File: src/rtl/execute_stage.sv
// execute_stage: two-register execute pipeline slice.
//   Stage 1 (decode/execute) captures all decode-stage inputs every cycle and
//   feeds a combinational 16-bit ALU.
//   Stage 2 (execute/memory) captures the selected result, the store data and
//   the control bits that travel on to the memory stage.
// Ports:
//   clk, reset                       clock, synchronous active-high reset
//   wbs/mm/wm/ni/wme_in              control bits carried to memory stage
//   ALUop_in, am_in, alu_mux_in      consumed in execute, not forwarded
//   reg_dest_in, srcA_in, srcB_in    destination index and operands
//   srcB_execute                     registered srcB (jump target)
//   flagN, flagZ                     combinational flags of the ALU result
//   *_out, ALUresult_out, memData_out, reg_dest_out   memory-stage registers
module execute_stage (
  input  logic        clk,
  input  logic        reset,
  input  logic        wbs_in,
  input  logic        mm_in,
  input  logic        wm_in,
  input  logic        ni_in,
  input  logic        wme_in,
  input  logic [2:0]  ALUop_in,
  input  logic        am_in,
  input  logic        alu_mux_in,
  input  logic [3:0]  reg_dest_in,
  input  logic [15:0] srcA_in,
  input  logic [15:0] srcB_in,
  output logic [15:0] srcB_execute,
  output logic        flagN,
  output logic        flagZ,
  output logic        wbs_out,
  output logic        mm_out,
  output logic        wm_out,
  output logic        ni_out,
  output logic        wme_out,
  output logic [15:0] ALUresult_out,
  output logic [15:0] memData_out,
  output logic [3:0]  reg_dest_out
);

  typedef enum logic [2:0] {
    ALU_ADD   = 3'b000,
    ALU_SUB   = 3'b001,
    ALU_AND   = 3'b010,
    ALU_OR    = 3'b011,
    ALU_XOR   = 3'b100,
    ALU_SHL   = 3'b101,
    ALU_SHR   = 3'b110,
    ALU_PASSB = 3'b111
  } alu_op_e;

  // Stage-1 state
  logic        wbs_q, mm_q, wm_q, ni_q, wme_q;
  alu_op_e     alu_op_q;
  logic        am_q;
  logic        alu_mux_q;
  logic [3:0]  reg_dest_q;
  logic [15:0] src_a_q;

  // Execute-stage combinational signals
  logic [15:0] alu_result;
  logic [15:0] read_path;
  logic [15:0] store_path;
  logic [15:0] stage2_result;

  always_ff @(posedge clk) begin
    if (reset) begin
      wbs_q        <= 1'b0;
      mm_q         <= 1'b0;
      wm_q         <= 1'b0;
      ni_q         <= 1'b0;
      wme_q        <= 1'b0;
      alu_op_q     <= ALU_ADD;
      am_q         <= 1'b0;
      alu_mux_q    <= 1'b0;
      reg_dest_q   <= '0;
      src_a_q      <= '0;
      srcB_execute <= '0;
    end else begin
      wbs_q        <= wbs_in;
      mm_q         <= mm_in;
      wm_q         <= wm_in;
      ni_q         <= ni_in;
      wme_q        <= wme_in;
      alu_op_q     <= alu_op_e'(ALUop_in);
      am_q         <= am_in;
      alu_mux_q    <= alu_mux_in;
      reg_dest_q   <= reg_dest_in;
      src_a_q      <= srcA_in;
      srcB_execute <= srcB_in;
    end
  end

  always_comb begin
    alu_result = '0;
    case (alu_op_q)
      ALU_ADD:   alu_result = src_a_q + srcB_execute;
      ALU_SUB:   alu_result = src_a_q - srcB_execute;
      ALU_AND:   alu_result = src_a_q & srcB_execute;
      ALU_OR:    alu_result = src_a_q | srcB_execute;
      ALU_XOR:   alu_result = src_a_q ^ srcB_execute;
      ALU_SHL:   alu_result = src_a_q << srcB_execute[3:0];
      ALU_SHR:   alu_result = src_a_q >> srcB_execute[3:0];
      ALU_PASSB: alu_result = srcB_execute;
      default:   alu_result = '0;
    endcase
  end

  // srcB goes either to the address/read path or to the store-data path,
  // never both; the unused side reads zero.
  always_comb begin
    read_path     = am_q ? '0 : srcB_execute;
    store_path    = am_q ? srcB_execute : '0;
    stage2_result = alu_mux_q ? read_path : alu_result;
  end

  assign flagN = alu_result[15];
  assign flagZ = (alu_result == '0);

  always_ff @(posedge clk) begin
    if (reset) begin
      wbs_out       <= 1'b0;
      mm_out        <= 1'b0;
      wm_out        <= 1'b0;
      ni_out        <= 1'b0;
      wme_out       <= 1'b0;
      ALUresult_out <= '0;
      memData_out   <= '0;
      reg_dest_out  <= '0;
    end else begin
      wbs_out       <= wbs_q;
      mm_out        <= mm_q;
      wm_out        <= wm_q;
      ni_out        <= ni_q;
      wme_out       <= wme_q;
      ALUresult_out <= stage2_result;
      memData_out   <= store_path;
      reg_dest_out  <= reg_dest_q;
    end
  end

endmodule

File: config.mk
export PLATFORM = sky130hd
export DESIGN_NAME = execute_stage
export DESIGN_NICKNAME = d
export VERILOG_FILES = /design/src/rtl/execute_stage.sv
export SDC_FILE = /design/constraint.sdc
export NUM_CORES = 1
export LEC_CHECK = 0
export ABC_CLOCK_PERIOD_IN_PS = 6000
export CAP_MARGIN = 0
export CORE_MARGIN = 2
export CORE_UTILIZATION = 55
export CTS_BUF_LIST = sky130_fd_sc_hd__clkbuf_2 sky130_fd_sc_hd__clkbuf_4 sky130_fd_sc_hd__clkbuf_8
export CTS_CLUSTER_SIZE = 25
export DETAILED_ROUTE_END_ITERATION = 10
export HOLD_SLACK_MARGIN = 0.08
export PLACE_DENSITY = 0.82
export REMOVE_ABC_BUFFERS = 1
export SYNTH_ARGS = -nofsm -noshare
export SYNTH_HDL_FRONTEND = slang
export SYNTH_SLANG_ARGS = --single-unit
File: constraint.sdc
create_clock -name clk -period 6 [get_ports clk]
set_input_delay 0.9 -clock clk [delete_from_list [all_inputs] [get_ports clk]]
set_output_delay 0.9 -clock clk [all_outputs]
set_load 0.02 [all_outputs]
==> flow_summary.yaml <==
worst_setup_path:
  end_kind: "output port"
  cp_slowest_cell: "clkdlybuf4s50_1"
  crit_path_cell_trace: "inv_1 -> nor2_1 -> buf_4 -> nor2_1 -> xnor2_1 -> ha_1 -> o21ai_0 -> a21oi_1 -> a21oi_1 -> nor4_2 -> nor3_1 -> or3_1 -> a31oi_1 -> clkdlybuf4s50_1"
  max_stage_delay_ns: 0.68
  worstSetupPathType: "reg2out"
  cp_max_fo: 16
  cp.required_ns: 5.10
  timing.critical_path.buf_inv: 3
  path_delay_family: "simple AND/OR/NAND/NOR gates"
  cp-start-kind: "flip-flop"
  arrival_ns: 4.68
job:
  cap_violations: 0
layout:
  fin_cells: 967
  final_cell_mix: "clkdlybuf4s50_1 (104), dfxtp_1 (83), nor2b_1 (60), nor2_1 (56), ha_1 (49)"
  area_growth_pct: 21.8
  final_area_um2: 7710
  fillers: 904
  layout_commonest_cell: "clkdlybuf4s50_1"
  drive_gt1_share_pct: 10.6
  antenna_cells: 0
  nets: 917
clock_network:
  clk_pin_slew_ns: 0.10
  insertion_delay_ns: 0.40
  numCtsBuffers: 9
  root_buffer: "clkbuf_8"
  cts_buffer_depth: 2
  htreeDepth: 3
  post_cts_buffers: 0
  clock-sinks: 87
  cts_tree: "built"
  holdBufCountCts: 0
floorplanning:
  core_area_um2: 11300
  io_pins: 107
  die_w_um: 111
  die_h_um: 111
  initial_core_util_pct: 55.9
  std_cell_rows: 39
  dieArea_um2: 12400
synth:
  synthArstFlopShare_pct: 0
  synthDominantCellAreaShare_pct: 27.5
  ys_ff_latch: 87
  yosys-top-cells-area: "dfxtp_1 (28%), ha_1 (9.7%), nor2b_1 (5.9%)"
  post_synth.cell_area_avg_um2: 8.65
  synth_area_um2: 6330
  ys_warn_count: 0
  synth_edf_count: 0
  syn_inst: 731
  synthFlopType: "dfxtp_1"
  yosys.area.top_type: "dfxtp_1"
  netlist-cell-type-count: 84
  synth_seq_area_share_pct: 27.5
global_routing:
  grt_max_degree: 50
  grtUsageTotal_pct: 34.9
  overflow: 0
  grt_pass1_vias: 6044
  grt_pass1_wl_mm: 33.7
  antenna_found_initial: 0
detailed_routing:
  vias: 6168
  drt_iter0_drc: 785
  vias_per_cell: 6.38
  firstDrtPassIters: 5
  routed_wl_mm: 21.6
  post_drt_wl_per_cell_um: 22.4
  drc: 0
  ant_nets: 0
place:
  dp.cells: 951
  post-dp-hpwl_mm: 15.8
  dp_slack_ns: 0.175
  placed_area_um2: 7460
  port_buffers: 106
  routabilityCongestion: 1.03
timing:
  tightest_slew_ns: 1.46
  period_needed_ns: 5.58
  fin_skew_ns: 0.00921
  setup_ws_ns: 0.416
  finalSetupTns_ns: 0
  timing.fmax_mhz: 179
  fin_crit_sh_pct: 93.1
  finalHoldViolations: 0
  rsz0062_at_grt: "no"
  finalSetupViolations: 0
  finalMaxSlewViolations: 0
  relSlewSlack_pct: 2.31
pwr:
  peakVddDrop_uv: 176
  p_per_area_nw_per_um2: 212
  p_leak_nw: 3.05
status:
  status: "completed"
worst_hold_path:
  holdCritPathClass: "reg2reg"
-- path summary, 6_finish.rpt --
| kind | from | endpoint | slack, ns | depth (start not counted) |
|---|---|---|---|---|
| worst min-delay path | ni_q | ni_out | 0.45 | 1 |
| worst min register to register | ni_q | ni_out | 0.45 | 1 |
| worst max-delay path | alu_op_q[0] | flagN | 0.42 | 14 |
| worst max register to register | alu_op_q[0] | ALUresult_out[15] | 2.17 | 14 |
-- logic make-up after synthesis --
family / count (synthesis) / synth area share (%)
simple gates: 262 / 22.0
compound gates: 166 / 18.4
buf+inv: 94 / 6.61
flops: 87 / 27.5
mux: 56 / 13.2
fa+ha+maj: 50 / 10.0
xor+xnor: 16 / 2.22
-- cells in the mapped netlist, types with 4 or more instances --
cell      number
buf_6          4
dfxtp_1       87
a32oi_1        4
nor3_1        30
nand3_1       19
a31oi_1       13
clkbuf_1      29
ha_1          49
o21a_1         8
a21o_1         6
a211o_1        4
buf_2          8
nand4_1        5
mux2_2        12
a211oi_1       9
mux2i_1       21
and3_1         8
xnor2_1       14
mux4_2        16
inv_1         43
a22oi_1        7
nor2_1        56
nand2b_1      19
nor3b_1        5
o21ai_0       25
or3_1          5
o22ai_1        6
o221ai_1       4
nor4_1         4
a21oi_1       34
nand2_1       35
buf_1          4
nor2b_1       60
-- final cells by class --
class                      instances  area [um2]  share of cell area [%]
multi-input combinational        550        4200                    54.5
timing repair buffer             126        1210                    15.7
sequential                        87        1750                    22.7
clock buffer                       9         124                    1.61
clock inverter                     7        73.8                   0.958
tap                              143         179                    2.32
inverter                          45         169                    2.19
-- metal layers --
layer	wire (um)	track usage (%)	vias to the layer above
met3	2200	7.98	58
met5	0	0	-
li1	-	-	2818
met2	9750	53.7	354
met4	765	16.6	0
met1	8900	46.5	2938
-- sequential cells by signal, summed over array words and instances, names as in the netlist, 3 cells and up --
name           cells
ALUresult_out     16
memData_out       16
srcB_execute      16
src_a_q           16
reg_dest_out       4
reg_dest_q         4
alu_op_q           3
-- through the flow --
| stage | util, % | hold slack (ns) | total power [W] |
|---|---|---|---|
| floorplan | - | 0.414 | 0.000997 |
| global placement | 65.9 | 0.417 | 0.00119 |
| detailed placement | 65.9 | 0.428 | 0.00120 |
| CTS | 67.7 | 0.452 | 0.00162 |
| global route | 68.1 | 0.456 | 0.00170 |
| finish | 68.1 | 0.446 | 0.00163 |
-- power by group --
| group | internal [W] | switching, W |
|---|---|---|
| clock network | 0.000164 | 0.000256 |
| logic | 0.000251 | 0.000309 |
| registers | 0.000611 | 0.0000433 |
| total | 0.00103 | 0.000608 |
-- worst register-to-register path, cell delays in order (launching register included) --
cell and delay [ns]:
dfxtp_4 0.51, inv_1 0.10, nor2_1 0.23, buf_4 0.21, nor2_1 0.06, xnor2_1 0.12
ha_1 0.35, o21ai_0 0.12, a21oi_1 0.43, a21oi_1 0.19, nor4_2 0.41, nor3_1 0.14
or3_1 0.38, a31oi_1 0.34, a32o_1 0.17
-- what timing repair did --
item                       4_1_cts  5_1_grt
setup endpoints to repair        1        2
hold endpoints to repair         0        0
pin swaps                        0        2
cloned                           0        0
gates resized for setup          2        9
No activity file was read; power rests on OpenSTA's default activity.
